**src/rtl/bits_ctrl.sv**
```systemverilog
`default_nettype none
// ============================================================================
//  Module   : bits_ctrl
//  Purpose  : Pops 32-bit FIFO words into a 64-bit MSB-first bit buffer and
//             serves 0..15-bit requests. Optional BITS_ALIGN_EN adds byte align.
//  Revision : 1.0  initial release
// ============================================================================
module bits_ctrl #(
   parameter int BUF_W  = 64,
   parameter int WORD_W = 32,
   parameter int LEN_W  = 4
) (
   input  logic                      clock,
   input  logic                      reset,
   input  logic                      fifo_empty,
   output logic                      fifo_pop,
   input  logic [WORD_W-1:0]         fifo_data,
   input  logic                      reqin,
   input  logic [LEN_W-1:0]          reqlen,
`ifdef BITS_ALIGN_EN
   input  logic                      align,
`endif
   output logic                      reqready,
   output logic                      pushout,
   output logic [LEN_W-1:0]          lenout,
   output logic [(1<<LEN_W)-2:0]     dataout
);

   localparam int c_DOUT_W = (1 << LEN_W) - 1;
   localparam int c_CNT_W  = $clog2(BUF_W + 1);

   typedef enum logic [1:0] {
      S_IDLE  = 2'd0,
      S_WAIT  = 2'd1,
      S_SERVE = 2'd2
`ifdef BITS_ALIGN_EN
      , S_ALIGN = 2'd3
`endif
   } state_t;

   state_t               r_state, w_state_next;
   logic [LEN_W-1:0]     r_len, w_len_next, w_len_eff, w_consume;
   logic                 w_serve_go;
   logic [BUF_W-1:0]     r_buf, w_buf_shift, w_buf_land, w_word;
   logic [c_CNT_W-1:0]   r_count, w_count_shift, w_count_land;
   logic [c_CNT_W:0]     w_need;
   logic                 r_pop_pending, r_pushout;
   logic [LEN_W-1:0]     r_lenout;
   logic [c_DOUT_W-1:0]  r_dataout, w_top, w_dout;
`ifdef BITS_ALIGN_EN
   logic [2:0]           r_pos, w_align_n;
   assign w_align_n = 3'd0 - r_pos;
`endif

   // Align consumes in the cycle it finds enough bits already buffered.
   assign w_consume = (r_state == S_SERVE) ? r_len :
`ifdef BITS_ALIGN_EN
                      ((r_state == S_ALIGN) && (r_count >= c_CNT_W'(r_len))) ? r_len :
`endif
                      '0;

   assign w_word        = {fifo_data, {(BUF_W-WORD_W){1'b0}}};
   assign w_buf_shift   = r_buf << w_consume;
   assign w_count_shift = r_count - c_CNT_W'(w_consume);
   assign w_buf_land    = w_buf_shift | (r_pop_pending ? (w_word >> w_count_shift) : '0);
   assign w_count_land  = w_count_shift + (r_pop_pending ? c_CNT_W'(WORD_W) : '0);

   assign w_need   = {1'b0, r_count} + (r_pop_pending ? (c_CNT_W+1)'(WORD_W) : '0)
                     - (c_CNT_W+1)'(w_consume);
   assign fifo_pop = reset && !fifo_empty && !r_pop_pending
                     && (w_need <= (c_CNT_W+1)'(WORD_W));

   assign w_len_eff = (r_state == S_IDLE) ? reqlen : r_len;
   assign w_top     = w_buf_land[BUF_W-1 -: c_DOUT_W];
   assign w_dout    = w_top >> (LEN_W'(c_DOUT_W) - w_len_eff);

   always_comb begin
      w_state_next = r_state;
      w_len_next   = r_len;
      w_serve_go   = 1'b0;
      case (r_state)
         S_IDLE: begin
            if (reqin) begin
               w_len_next = reqlen;
               if (r_count >= c_CNT_W'(reqlen)) begin
                  w_state_next = S_SERVE;
                  w_serve_go   = 1'b1;
               end else begin
                  w_state_next = S_WAIT;
               end
            end
`ifdef BITS_ALIGN_EN
            else if (align && (w_align_n != 3'd0)) begin
               w_len_next   = LEN_W'(w_align_n);
               w_state_next = S_ALIGN;
            end
`endif
         end
         S_WAIT: begin
            if (w_count_land >= c_CNT_W'(r_len)) begin
               w_state_next = S_SERVE;
               w_serve_go   = 1'b1;
            end
         end
         S_SERVE: w_state_next = S_IDLE;
`ifdef BITS_ALIGN_EN
         S_ALIGN: begin
            if (r_count >= c_CNT_W'(r_len)) w_state_next = S_IDLE;
         end
`endif
         default: w_state_next = S_IDLE;
      endcase
   end

   always_ff @(posedge clock) begin
      if (!reset) begin
         r_state       <= S_IDLE;
         r_len         <= '0;
         r_buf         <= '0;
         r_count       <= '0;
         r_pop_pending <= 1'b0;
         r_pushout     <= 1'b0;
         r_lenout      <= '0;
         r_dataout     <= '0;
`ifdef BITS_ALIGN_EN
         r_pos         <= '0;
`endif
      end else begin
         r_state       <= w_state_next;
         r_len         <= w_len_next;
         r_buf         <= w_buf_land;
         r_count       <= w_count_land;
         r_pop_pending <= fifo_pop;
         r_pushout     <= w_serve_go;
         if (w_serve_go) begin
            r_lenout  <= w_len_eff;
            r_dataout <= w_dout;
         end
`ifdef BITS_ALIGN_EN
         r_pos         <= r_pos + 3'(w_consume);
`endif
      end
   end

   assign reqready = (r_state == S_IDLE);
   assign pushout  = r_pushout;
   assign lenout   = r_lenout;
   assign dataout  = r_dataout;

endmodule
`default_nettype wire

```
**config.mk**
```make
export PLATFORM = sky130hd
export DESIGN_NAME = bits_ctrl
export DESIGN_NICKNAME = d
export VERILOG_FILES = /design/src/rtl/bits_ctrl.sv
export SDC_FILE = /design/constraint.sdc
export NUM_CORES = 1
export LEC_CHECK = 0
export CORE_MARGIN = 3
export CORE_UTILIZATION = 44
export DETAILED_ROUTE_END_ITERATION = 16
export PLACE_DENSITY = 0.69
export REMOVE_ABC_BUFFERS = 1
export SETUP_SLACK_MARGIN = 0.3
export SLEW_MARGIN = 20
export SYNTH_ARGS = -nofsm -noshare
export SYNTH_HDL_FRONTEND = slang
export SYNTH_SLANG_ARGS = --single-unit
```
**constraint.sdc**
```tcl
create_clock -name clock -period 13.25 [get_ports clock]
set_input_delay 2.65 -clock clock [delete_from_list [all_inputs] [get_ports clock]]
set_output_delay 2.65 -clock clock [all_outputs]
set_load 0.01 [all_outputs]
```
Yosys cells after proc, flatten, opt, wreduce, memory -nomap -nowiden

Cells that the tools add are included.

Bits in registers: 98
Input bits: 40

Eq/ne operators: 4
Muxes and demuxes: 13
Magnitude comparators: 3
Reduce and logical (&&, ||, !) cells: 8
Shift operators: 3
Add/subtract/negate cells: 5
Bitwise operators: 1

Operators with widths:

| operator                                                        | number |
|---|---|
| 2-to-1 mux 64 bit                                               | 1 |
| bitwise OR 64 bit                                               | 1 |
| << shifter 64 x 4 -> 64 bit                                     | 1 |
| >> shifter 64 x 7 -> 64 bit                                     | 1 |
| >> shifter 15 x 4 -> 15 bit                                     | 1 |
| >= comparator 7 x 4 -> 1 bit                                    | 2 |
| 2-to-1 mux 6 bit                                                | 2 |
| adder 7 x 6 -> 8 bit                                            | 1 |
| less-or-equal comparator 8 x 6 -> 1 bit (second input constant) | 1 |
| 2-to-1 mux 4 bit                                                | 2 |
| subtractor 8 x 4 -> 8 bit                                       | 1 |
| adder 7 x 6 -> 7 bit                                            | 1 |
| subtractor 7 x 4 -> 7 bit                                       | 1 |
| 2-to-1 mux 2 bit                                                | 3 |
| != test 2 bit (second input constant)                           | 2 |
| case mux 2 bit (2 select lines)                                 | 1 |
| AND reduction 2 bit                                             | 2 |
| subtractor 4 bit (first input constant)                         | 1 |
| logical AND 1 bit                                               | 3 |
| 2-to-1 mux 1 bit                                                | 3 |
| == test 2 x 1 -> 1 bit (second input constant)                  | 1 |
| == test 2 bit (second input constant)                           | 1 |
| logical NOT 1 bit                                               | 2 |
| logical NOT 2 bit                                               | 1 |
| case mux 1 bit (2 select lines)                                 | 1 |

Logic depth before layout (Yosys ltp)

Gate-level depths: netlist (run 1).

Depth after elaboration: 7
Mapped depth: 24
Depth with buffers taken out: 18

Worst setup path after synthesis (run 1)

Ideal clock, no wire load.

Path kind: register -> output
Start point: register r_state[0]
End point: output fifo_pop
Slack: 6.938 ns
Data arrival time: 3.662 ns
Buffers on the path: 7
Stages on the path, launching flop included: 15
Cells stage by stage: dfxtp_1 clkbuf_1 clkbuf_1 nand3b_1 buf_1 inv_1 ha_1 buf_2 buf_2 buf_2 buf_2 nand2_1 o41ai_1 nand3_1 nor3_1

Longest elaborated chain between the ends: 5

RTL lines:

| item                                    | line | RTL |
|---|---|---|
| from (decl)                             | 41   | `state_t r_state, w_state_next;` |
| from (signal assigned)                  | 129  | `r_state <= w_state_next;` |
| == test 2 bit                           | 56   | `assign w_consume = (r_state == S_SERVE) ? r_len :` |
| 2-to-1 mux 4 bit                        | 56   |  |
| subtractor 8 x 4 -> 8 bit               | 69   | `- (c_CNT_W+1)'(w_consume);` |
| less-or-equal comparator 8 x 6 -> 1 bit | 71   | `&& (w_need <= (c_CNT_W+1)'(WORD_W));` |
| logical AND 1 bit                       | 71   |  |
| to (decl)                               | 16   | `output logic fifo_pop,` |

Every way passes these cells.

Worst setup path in the final report (run 1)

Start point: register r_len[1]
End point: output fifo_pop

Longest elaborated chain between the ends: 4

RTL lines:

| item                                    | line | RTL |
|---|---|---|
| from (decl)                             | 42   | `logic [LEN_W-1:0] r_len, w_len_next, w_len_eff, w_consume;` |
| from (signal assigned)                  | 130  | `r_len <= w_len_next;` |
| 2-to-1 mux 4 bit                        | 56   |  |
| subtractor 8 x 4 -> 8 bit               | 69   |  |
| less-or-equal comparator 8 x 6 -> 1 bit | 71   |  |
| logical AND 1 bit                       | 71   |  |

Every way passes these cells.

==> flow_metrics.tcl, run 1 <==
set metrics [dict create \
    run_status "complete, no violations" \
    ir_drop_worst_case_vdd_v 0.000137 \
    cp.required_ns 10.60 \
    cts_htree_levels 3 \
    row_count 55 \
    swShare 0.547 \
    tritoncts "built" \
    hold_fix_buffer_count_after_cts 0 \
    setup_viol 0 \
    crit_family "adder cells" \
    die_width_um 160 \
    clk-insertion-delay-late_ns 0.36 \
    synth_top_cells_by_area "sky130_fd_sc_hd__dfxtp_1 (19%), sky130_fd_sc_hd__mux2i_1 (15%), sky130_fd_sc_hd__nor2_1 (7.7%)" \
    route.detailed.drc 0 \
    max_slew.worst_pin.slew_ns 1.02 \
    synth-xor-area-share 0.0106 \
    gp_congestion 0.993 \
    tns_ns 0 \
    final.fill_count 2337 \
    detail-route-antenna-nets 0 \
    whs_path_depth 2 \
    final_cell_area_mm2 0.0115 \
    wire_length_of_the_first_global_routing_pass_um 59000 \
    crit_chain "nand3b_1 -> ha_1 -> ha_1 -> fa_1 -> a21oi_1 -> o21bai_1 -> a21o_1 -> a21oi_1 -> xnor2_1 -> nor3_1 -> clkdlybuf4s50_1" \
    synth_area_mm2 0.0105 \
    clock-root-buffer "sky130_fd_sc_hd__clkbuf_16" \
    crit_path_start_kind "register" \
    post_synthesis_cells 1332 \
    finalCriticalPeriod_ns 7.62 \
    dp.final_hpwl_um 28700 \
    synth_top_family_by_area "multiplexers" \
    first_global_vias 9963 \
    fp.dieH_um 160 \
    grt_start_max_net_pins 86 \
    critPathMaxStageDelay_ns 0.99 \
    detail_route.vias_per_cell 6.56 \
    final_core_utilization 0.501 \
    timing.setup.critical_path_class "reg -> out" \
    synthFlopType "sky130_fd_sc_hd__dfxtp_1" \
    clock_tree.buffer_depth 2 \
    synthDominantCellAreaShare 0.188 \
    crit_slowest_cell "sky130_fd_sc_hd__dfxtp_1" \
    vias 10700 \
    share_clk_of_total_power 0.102 \
    initial_core_util 0.455 \
    static-leakage-power_nw 4.44 \
    layout_worst_path_cycle_share 0.575 \
    finish.cell_count_without_fillers 1634 \
    post_route_cells_drive_above_1_share 0.101 \
    synth_compound_area_frac 0.244 \
    antenna_cells 0 \
    holdCritPathClass "reg -> reg" \
    cp_num_buf_inv 1 \
    post_synth_num_cell_types 78 \
    cellPowerDensity_mw_per_mm2 236 \
    drt-pass1-iter-count 7 \
    design.die.area_mm2 0.0257 \
    clkSlewWorstSetupHoldPaths_ns 0.08 \
    core_region_area_mm2 0.0230 \
    p_seq_frac 0.162 \
    timing_hold_violations_final 0 \
    postPlaceCellArea_mm2 0.0112 \
    area_growth_syn_to_layout_pct 10.1 \
    number_of_synthesized_flops_with_an_enable_pin 0 \
    i_o_pin_total 62 \
    antenna_found_initial 0 \
    groute.usage.overall 0.290 \
    design_power_total_w 0.00272 \
    place_inst 1619 \
    most_common_cell_in_the_netlist "sky130_fd_sc_hd__nor2_1" \
    yosys-mux-area-fraction 0.265 \
    cts_buffers 9 \
    wl_um 38700 \
    switching_pwr_w 0.00149 \
    cp.arrival_ns 4.97 \
    nets 1382 \
    routed_length_per_placed_instance_um 23.7 \
    p_int_w 0.00123 \
    rsz0062_at_grt "false" \
    top_cell_type_by_total_area_after_synthesis "sky130_fd_sc_hd__dfxtp_1" \
    port_buffer_cells 61 \
    synth.avg_cell_area_um2 7.85 \
    synthSimpleGateAreaFrac 0.203 \
    maxCapViolCount 0 \
    post-cts-setup-buffer-count 0 \
    path_depth 11 \
    timing_max_transition_violations_final 0 \
    tritoncts_num_sinks 98 \
    globalRouteOverflowTotal 0 \
    worstSetupEndpointType "output port" \
    yosysWarnings 0 \
    synth.cells.most_frequent "sky130_fd_sc_hd__nor2_1 (216), sky130_fd_sc_hd__mux2i_1 (152), sky130_fd_sc_hd__dfxtp_1 (98), sky130_fd_sc_hd__nand2_1 (85), sky130_fd_sc_hd__a21oi_1 (82)" \
    fmax_mhz 131 \
    pwr-share-comb 0.736 \
    yosys_register_bits 98 \
    max_slew_margin 0.298 \
    fraction_of_registers_with_async_set_or_reset_after_synthesis 0 \
    worst-path-max-fanout 27 \
    cts_resized 0 \
    detailedRoute.firstIterationViolations 1454 \
    finalClockSkew_ns 0.0133 \
    worst_r2r_path_depth 14 \
    ys_seq_area_frac 0.188 \
    yosys.area_share.adder 0.0344 \
]
path summary, 6_finish.rpt:
check / start / endpoint / slack (ns)
setup / recovery: r_len[1] / fifo_pop / 5.63
hold / removal: lenout[3] / lenout[3] / 0.45
setup reg to reg: r_len[1] / dataout[2] / 6.16
hold reg to reg: lenout[3] / lenout[3] / 0.45
power by group through the flow:
stage          clock network, W  logic (W)  registers (W)
5_1_grt                0.000289    0.00213       0.000446
2_1_floorplan                 0    0.00130       0.000443
4_1_cts                0.000280    0.00194       0.000437
3_5_place_dp                  0    0.00194       0.000443
3_3_place_gp                  0    0.00193       0.000443
6_report               0.000276    0.00200       0.000440
cell families (layout without fill, tap and decap cells):
group                      Yosys count  in the layout
buffers and inverters              149            138
AOI/OAI and AO/OA                  373            373
muxes                              224            224
DFF                                 98             98
adders and majority gates           26             26
xor gates and xnor gates             9              9
and+or+nand+nor                    453            453
sequential cells by signal (all words and copies together), names as in the netlist:
name	cells
r_count	7
r_state	2
r_len	4
r_buf	64
dataout	15
pushout	1
r_pop_pending	1
lenout	4
per-stage QoR:
step	hold slack (ns)	worst slack [ns]
after global routing	0.484	5.38
after floorplan	0.467	4.66
final	0.452	5.63
after CTS	0.455	5.76
after detailed placement	0.446	5.96
after global placement	0.442	6.07
placed cells by master, fill, tap and decap left out, types with 13 or more instances in the layout:
cell type and count:
sky130_fd_sc_hd__nand2_1 85, sky130_fd_sc_hd__o21ai_0 62, sky130_fd_sc_hd__nor4bb_1 15, sky130_fd_sc_hd__dfxtp_1 97, sky130_fd_sc_hd__buf_4 25, sky130_fd_sc_hd__a21oi_1 82, sky130_fd_sc_hd__a211oi_1 20, sky130_fd_sc_hd__ha_1 19
sky130_fd_sc_hd__a22oi_1 13, sky130_fd_sc_hd__nand3_1 19, sky130_fd_sc_hd__and2_1 19, sky130_fd_sc_hd__nor3_1 28, sky130_fd_sc_hd__o211ai_1 22, sky130_fd_sc_hd__inv_1 30, sky130_fd_sc_hd__o22ai_1 25, sky130_fd_sc_hd__nor2b_1 13
sky130_fd_sc_hd__clkdlybuf4s50_1 61, sky130_fd_sc_hd__mux2_2 34, sky130_fd_sc_hd__mux4_2 33, sky130_fd_sc_hd__o221ai_1 15, sky130_fd_sc_hd__nor2_1 214, sky130_fd_sc_hd__mux2i_1 151, sky130_fd_sc_hd__nand2b_1 15, sky130_fd_sc_hd__a31oi_1 16
tightest hold or removal path, delay by kind of cell, from the launching register on:
| kind | cells | cell delay, ns |
|---|---|---|
| DFF | 1 | 0.32 |
| and+or+nand+nor | 2 | 0.09 |
area by class of cell:
class,instances,area (µm²),area share
Inverter,37,139,0.0121
Clock inverter,6,73.8,0.00641
Timing Repair Buffer,86,798,0.0693
Tap cell,313,392,0.0340
Sequential cell,98,1960,0.170
Multi-Input combinational cell,1085,7930,0.688
Clock buffer,9,225,0.0195
layer usage:
layer	vias to the layer above	share of wire	global-route usage
li1	4947	-	-
met1	5067	0.42	0.399
met2	615	0.44	0.448
met3	96	0.090	0.0381
met4	0	0.049	0.138
met5	-	0	0
No activity file was read; power rests on OpenSTA's default activity.
==> inputs of run 2 (changes only) <==
--- a/config.mk
+++ b/config.mk
@@ -8,7 +8,7 @@
 export CORE_MARGIN = 3
 export CORE_UTILIZATION = 44
 export DETAILED_ROUTE_END_ITERATION = 16
-export PLACE_DENSITY = 0.69
+export PLACE_DENSITY = 0.71
 export REMOVE_ABC_BUFFERS = 1
 export SETUP_SLACK_MARGIN = 0.3
 export SLEW_MARGIN = 20
==> constraint.sdc (replaced) <==
create_clock -name clock -period 6.9 [get_ports clock]
set_input_delay 1.38 -clock clock [delete_from_list [all_inputs] [get_ports clock]]
set_output_delay 1.38 -clock clock [all_outputs]
set_load 0.01 [all_outputs]
==> run 2 against run 1 <==
- setup slack got worse by 4.5 ns
- register-to-register slack worse by 4.7 ns
- critical path depth did not move
- sequential power rose by 100%
- sequential share of layout area about the same
- clock-buffer cell count unchanged
- utilization about the same
- flip-flop and latch count unchanged
- worst hold slack about the same
- die area unchanged
- final cell count rose by 0.24%
==> flow_metrics.tcl, run 2 (synthesis results as in run 1) <==
set metrics [dict create \
    run_status "complete, no violations" \
    setup_viol 0 \
    tns_ns 0 \
    timing.setup.critical_path_class "reg -> out" \
    detail-route-antenna-nets 0 \
    worst-r2r-setup-slack_ns 1.45 \
    detail_route.vias_per_cell 6.64 \
    wire_length_of_the_first_global_routing_pass_um 59200 \
    vias 10900 \
    area_growth_syn_to_layout_pct 10.2 \
    clkSlewWorstSetupHoldPaths_ns 0.07 \
    antenna_cells 0 \
    wl_um 38100 \
    p_seq_frac 0.168 \
    clk-insertion-delay-late_ns 0.36 \
    max_slew_margin 0.291 \
    layout_worst_path_cycle_share 0.841 \
    dp.final_hpwl_um 28000 \
    port_buffer_cells 61 \
    grt_start_max_net_pins 87 \
    design.die.area_mm2 0.0257 \
    design_power_total_w 0.00524 \
    finalCriticalPeriod_ns 5.80 \
    ir_drop_worst_case_vdd_v 0.000270 \
    row_count 55 \
    largest_register_ff_count 64 \
    cp.required_ns 5.52 \
    core_region_area_mm2 0.0230 \
    final_core_utilization 0.502 \
    p_int_w 0.00235 \
    cts_resized 0 \
    detailedRoute.firstIterationViolations 1373 \
    crit_path_start_kind "register" \
    dpl_ws_ns 1.51 \
    route.detailed.drc 0 \
    i_o_pin_total 62 \
    share_clk_of_total_power 0.094 \
    first_global_vias 10300 \
    layout.cells.most_common_list "sky130_fd_sc_hd__nor2_1 (214), sky130_fd_sc_hd__mux2i_1 (151), sky130_fd_sc_hd__dfxtp_1 (97), sky130_fd_sc_hd__nand2_1 (85), sky130_fd_sc_hd__a21oi_1 (82)" \
    post-cts-setup-buffer-count 0 \
    gp_congestion 0.985 \
    nets 1386 \
    globalRouteOverflowTotal 0 \
    mostFrequentLayoutCell "sky130_fd_sc_hd__nor2_1" \
    finish.cell_count_without_fillers 1638 \
    timing_hold_violations_final 0 \
    pwr-share-comb 0.738 \
    initial_core_util 0.455 \
    static-leakage-power_nw 4.45 \
    routed_length_per_placed_instance_um 23.2 \
    fp.dieH_um 160 \
    timing_max_transition_violations_final 0 \
    cp.arrival_ns 4.42 \
    maxCapViolCount 0 \
    tritoncts_num_sinks 98 \
    die_width_um 160 \
    cts_buffers 9 \
    clock-root-buffer "sky130_fd_sc_hd__clkbuf_16" \
    place_inst 1623 \
    register_ranked_first_by_flip_flop_count "r_buf" \
    cts_htree_levels 3 \
    hold_fix_buffer_count_after_cts 0 \
    worstSetupEndpointType "output port" \
    post_route_cells_drive_above_1_share 0.104 \
    antenna_found_initial 1 \
    final_setup_slack_of_the_worst_path_ns 1.10 \
    clock_tree.buffer_depth 2 \
    tritoncts "built" \
    cellPowerDensity_mw_per_mm2 454 \
    worst-path-max-fanout 29 \
    max_slew.worst_pin.slew_ns 1.06 \
    rsz0062_at_grt "false" \
    swShare 0.552 \
    switching_pwr_w 0.00289 \
    fmax_mhz 172 \
    final.fill_count 2278 \
    finalClockSkew_ns 0.0112 \
    drt-pass1-iter-count 6 \
    holdCritPathClass "reg -> reg" \
    groute.usage.overall 0.288 \
]
run 2: changes by cell type in the layout (fill, tap and decap cells not counted), sizes merged:
cell	delta
buf	+4
bufinv	-1
clkinv	+1
run 2: final cells by class:
type,count,area (µm²),share of cell area
Clock buffer,9,225,0.0195
Clock inverter,6,48.8,0.00423
Inverter,37,139,0.0120
Multi-Input combinational cell,1085,7930,0.688
Sequential cell,98,1960,0.170
Tap cell,313,392,0.0340
Timing Repair Buffer,90,828,0.0718
run 2: per-layer routing:
layer  share of wire  GRT usage  up-vias
met2            0.44      0.443      643
met4           0.066      0.167        2
met3           0.088     0.0480      142
met1            0.40      0.381     5122
met5         0.00029          0        -
li1                -          -     4960
run 2: worst paths after layout:
kind	start	end	depth (start not counted)
hold reg to reg	lenout[3]	lenout[3]	2
hold / removal	lenout[3]	lenout[3]	2
setup reg to reg	r_state[0]	dataout[2]	12
setup / recovery	r_state[0]	fifo_pop	11
run 2: power groups by stage:
stage	sequential, W	clock [W]	combinational (W)
2_1_floorplan	0.000851	0	0.00249
3_3_place_gp	0.000881	0	0.00371
3_5_place_dp	0.000881	0	0.00373
4_1_cts	0.000868	0.000499	0.00374
5_1_grt	0.000893	0.000521	0.00409
6_report	0.000880	0.000490	0.00387
run 2: worst max-delay path: stages (launching register included):
cell                              delay (ns)
sky130_fd_sc_hd__dfxtp_1                0.99
sky130_fd_sc_hd__and3b_2                0.31
sky130_fd_sc_hd__inv_2                  0.31
sky130_fd_sc_hd__ha_1                   0.47
sky130_fd_sc_hd__fa_1                   0.49
sky130_fd_sc_hd__a21oi_1                0.20
sky130_fd_sc_hd__o21bai_1               0.12
sky130_fd_sc_hd__a21o_1                 0.20
sky130_fd_sc_hd__a21oi_1                0.17
sky130_fd_sc_hd__xnor2_1                0.10
sky130_fd_sc_hd__nor3_1                 0.15
sky130_fd_sc_hd__clkdlybuf4s50_1        0.57
run 2: through the flow:
| stage | cell area (µm²) | hold WS [ns] |
|---|---|---|
| after CTS | 11500 | 0.452 |
| after floorplan | 10000 | 0.467 |
| final | 11500 | 0.453 |
| after global placement | 11200 | 0.433 |
| after detailed placement | 11200 | 0.441 |
| after global routing | 11500 | 0.492 |
==> inputs of run 3 (changes only) <==
--- a/config.mk
+++ b/config.mk
@@ -8,7 +8,7 @@
 export CORE_MARGIN = 3
 export CORE_UTILIZATION = 44
 export DETAILED_ROUTE_END_ITERATION = 16
-export PLACE_DENSITY = 0.71
+export PLACE_DENSITY = 0.69
 export REMOVE_ABC_BUFFERS = 1
 export SETUP_SLACK_MARGIN = 0.3
 export SLEW_MARGIN = 20
==> constraint.sdc (replaced) <==
create_clock -name clock -period 6.02 [get_ports clock]
set_input_delay 1.204 -clock clock [delete_from_list [all_inputs] [get_ports clock]]
set_output_delay 1.204 -clock clock [all_outputs]
set_load 0.01 [all_outputs]
==> run 3 against run 2 <==
- setup slack worse by 0.26 ns
- critical path depth is 2 lower
- clock power is 19% higher
- global-route usage is 0.48 points higher
- flip-flop and latch count stayed put
- final area is 0.15% higher
- die area stayed put
- total power is 15% higher
- utilization is 0.076 points higher
- non-clock buffer count is 2 higher
- clock-buffer cell count stayed put
- largest cell class unchanged
==> flow_metrics.tcl, run 3 (synthesis results as in run 1) <==
set metrics [dict create \
    run_status "complete, no violations" \
    register_ranked_first_by_flip_flop_count "r_buf" \
    antenna_cells 0 \
    switching_pwr_w 0.00332 \
    dp.final_hpwl_um 28700 \
    finalCriticalPeriod_ns 5.18 \
    setup_viol 0 \
    worst_hold_slack_ns 0.448 \
    grt.met2_usage 0.458 \
    wire_length_of_the_first_global_routing_pass_um 59800 \
    crit_slowest_cell "sky130_fd_sc_hd__dfxtp_1" \
    cts_htree_levels 3 \
    largest_register_ff_count 64 \
    clkSlewWorstSetupHoldPaths_ns 0.08 \
    post-cts-setup-buffer-count 0 \
    tritoncts "built" \
    ir_drop_worst_case_vdd_v 0.000295 \
    finalClockSkew_ns 0.00883 \
    row_count 55 \
    timing.setup.critical_path_class "reg -> out" \
    grt_start_max_net_pins 87 \
    cp.arrival_ns 3.98 \
    detailedRoute.firstIterationViolations 1393 \
    first_global_vias 10300 \
    port_buffer_cells 61 \
    groute.usage.overall 0.293 \
    pwr-share-comb 0.741 \
    post_route_cells_drive_above_1_share 0.104 \
    holdCritPathClass "reg -> reg" \
    final_setup_slack_of_the_worst_path_ns 0.835 \
    clock_tree.buffer_depth 2 \
    core_region_area_mm2 0.0230 \
    crit_path_start_kind "register" \
    gp_congestion 0.976 \
    mostFrequentLayoutCell "sky130_fd_sc_hd__nor2_1" \
    cellPowerDensity_mw_per_mm2 521 \
    grt_busiest_layer "met2" \
    route.detailed.drc 0 \
    routed_length_per_placed_instance_um 23.6 \
    worst-path-max-fanout 17 \
    timing_max_transition_violations_final 0 \
    initial_core_util 0.455 \
    fmax_mhz 193 \
    cp.required_ns 4.82 \
    cts_buffers 9 \
    timing_hold_violations_final 0 \
    fp.dieH_um 160 \
    nets 1388 \
    p_int_w 0.00270 \
    static-leakage-power_nw 4.47 \
    i_o_pin_total 62 \
    met3_usage 0.0498 \
    swShare 0.551 \
    clk-insertion-delay-late_ns 0.37 \
    tns_ns 0 \
    dpl_ws_ns 1.15 \
    max_slew_margin 0.230 \
    cp_num_buf_inv 2 \
    vias 10900 \
    max_slew.worst_pin.slew_ns 1.15 \
    layout_worst_path_cycle_share 0.861 \
    antenna_found_initial 0 \
    globalRouteOverflowTotal 0 \
    die_width_um 160 \
    area_growth_syn_to_layout_pct 10.4 \
    detail_route.vias_per_cell 6.65 \
    tritoncts_num_sinks 98 \
    cts_resized 0 \
    crit_chain "and3b_2 -> inv_2 -> ha_1 -> fa_1 -> xor2_1 -> o41ai_1 -> nand3_1 -> nor3_1 -> clkdlybuf4s50_1" \
    design_power_total_w 0.00602 \
    drt-pass1-iter-count 6 \
    design.die.area_mm2 0.0257 \
    maxCapViolCount 0 \
    crit_family "adder cells" \
    rsz0062_at_grt "false" \
    critPathMaxStageDelay_ns 0.57 \
    share_clk_of_total_power 0.097 \
    p_seq_frac 0.162 \
    hold_fix_buffer_count_after_cts 0 \
    clock-root-buffer "sky130_fd_sc_hd__clkbuf_16" \
    detail-route-antenna-nets 0 \
    wl_um 38700 \
    grt.met1_usage 0.387 \
    layout.cells.most_common_list "sky130_fd_sc_hd__nor2_1 (216), sky130_fd_sc_hd__mux2i_1 (151), sky130_fd_sc_hd__dfxtp_1 (97), sky130_fd_sc_hd__nand2_1 (85), sky130_fd_sc_hd__a21oi_1 (82)" \
    worstSetupEndpointType "output port" \
]
==> run 3: power by group through the flow <==
stage | clock [W] | sequential [W] | combinational, W
final | 0.000582 | 0.000978 | 0.00446
after detailed placement | 0 | 0.000981 | 0.00430
after global routing | 0.000606 | 0.000989 | 0.00475
after CTS | 0.000582 | 0.000966 | 0.00433
after global placement | 0 | 0.000980 | 0.00430
after floorplan | 0 | 0.000975 | 0.00286
==> run 3: layout make-up <==
cell class | count | area [µm²]
Fill cell | 2344 | 11400
Clock buffer | 9 | 225
Multi-Input combinational cell | 1085 | 7930
Sequential cell | 98 | 1960
Timing Repair Buffer | 92 | 843
Clock inverter | 7 | 58.8
Inverter | 37 | 139
Tap cell | 313 | 392
==> run 3: metal layers <==
layer | vias to the layer above | part of all wire
met1 | 5177 | 0.41
met2 | 630 | 0.45
li1 | 4974 | -
met5 | - | 0
met3 | 134 | 0.089
met4 | 0 | 0.057
==> run 3: per-stage QoR <==
| stage | instance area [µm²] | cells | utilization |
|---|---|---|---|
| floorplan | 10000 | 1220 | - |
| global placement | 11300 | 1625 | 0.490 |
| detailed placement | 11300 | 1625 | 0.490 |
| CTS | 11500 | 1641 | 0.502 |
| global route | 11500 | 1641 | 0.502 |
| finish | 11500 | 1641 | 0.502 |
==> run 3: worst paths after layout <==
| kind | startpoint | to | slack [ns] | cells past startpoint |
|---|---|---|---|---|
| min reg2reg | lenout[3] | lenout[3] | 0.45 | 2 |
| max reg2reg | r_state[0] | dataout[8] | 1.00 | 12 |
| min | lenout[3] | lenout[3] | 0.45 | 2 |
| max | r_state[0] | fifo_pop | 0.84 | 9 |
==> run 3: worst reg2reg max path: cells and delay by family, from the launching register on <==
| kind | cells | cell delay (ns) |
|---|---|---|
| AOI/OAI and AO/OA | 2 | 1.05 |
| muxes | 3 | 1.13 |
| DFF | 1 | 0.57 |
| adders and majority gates | 2 | 1.22 |
| and+or+nand+nor | 4 | 0.85 |
| buffers and inverters | 1 | 0.08 |
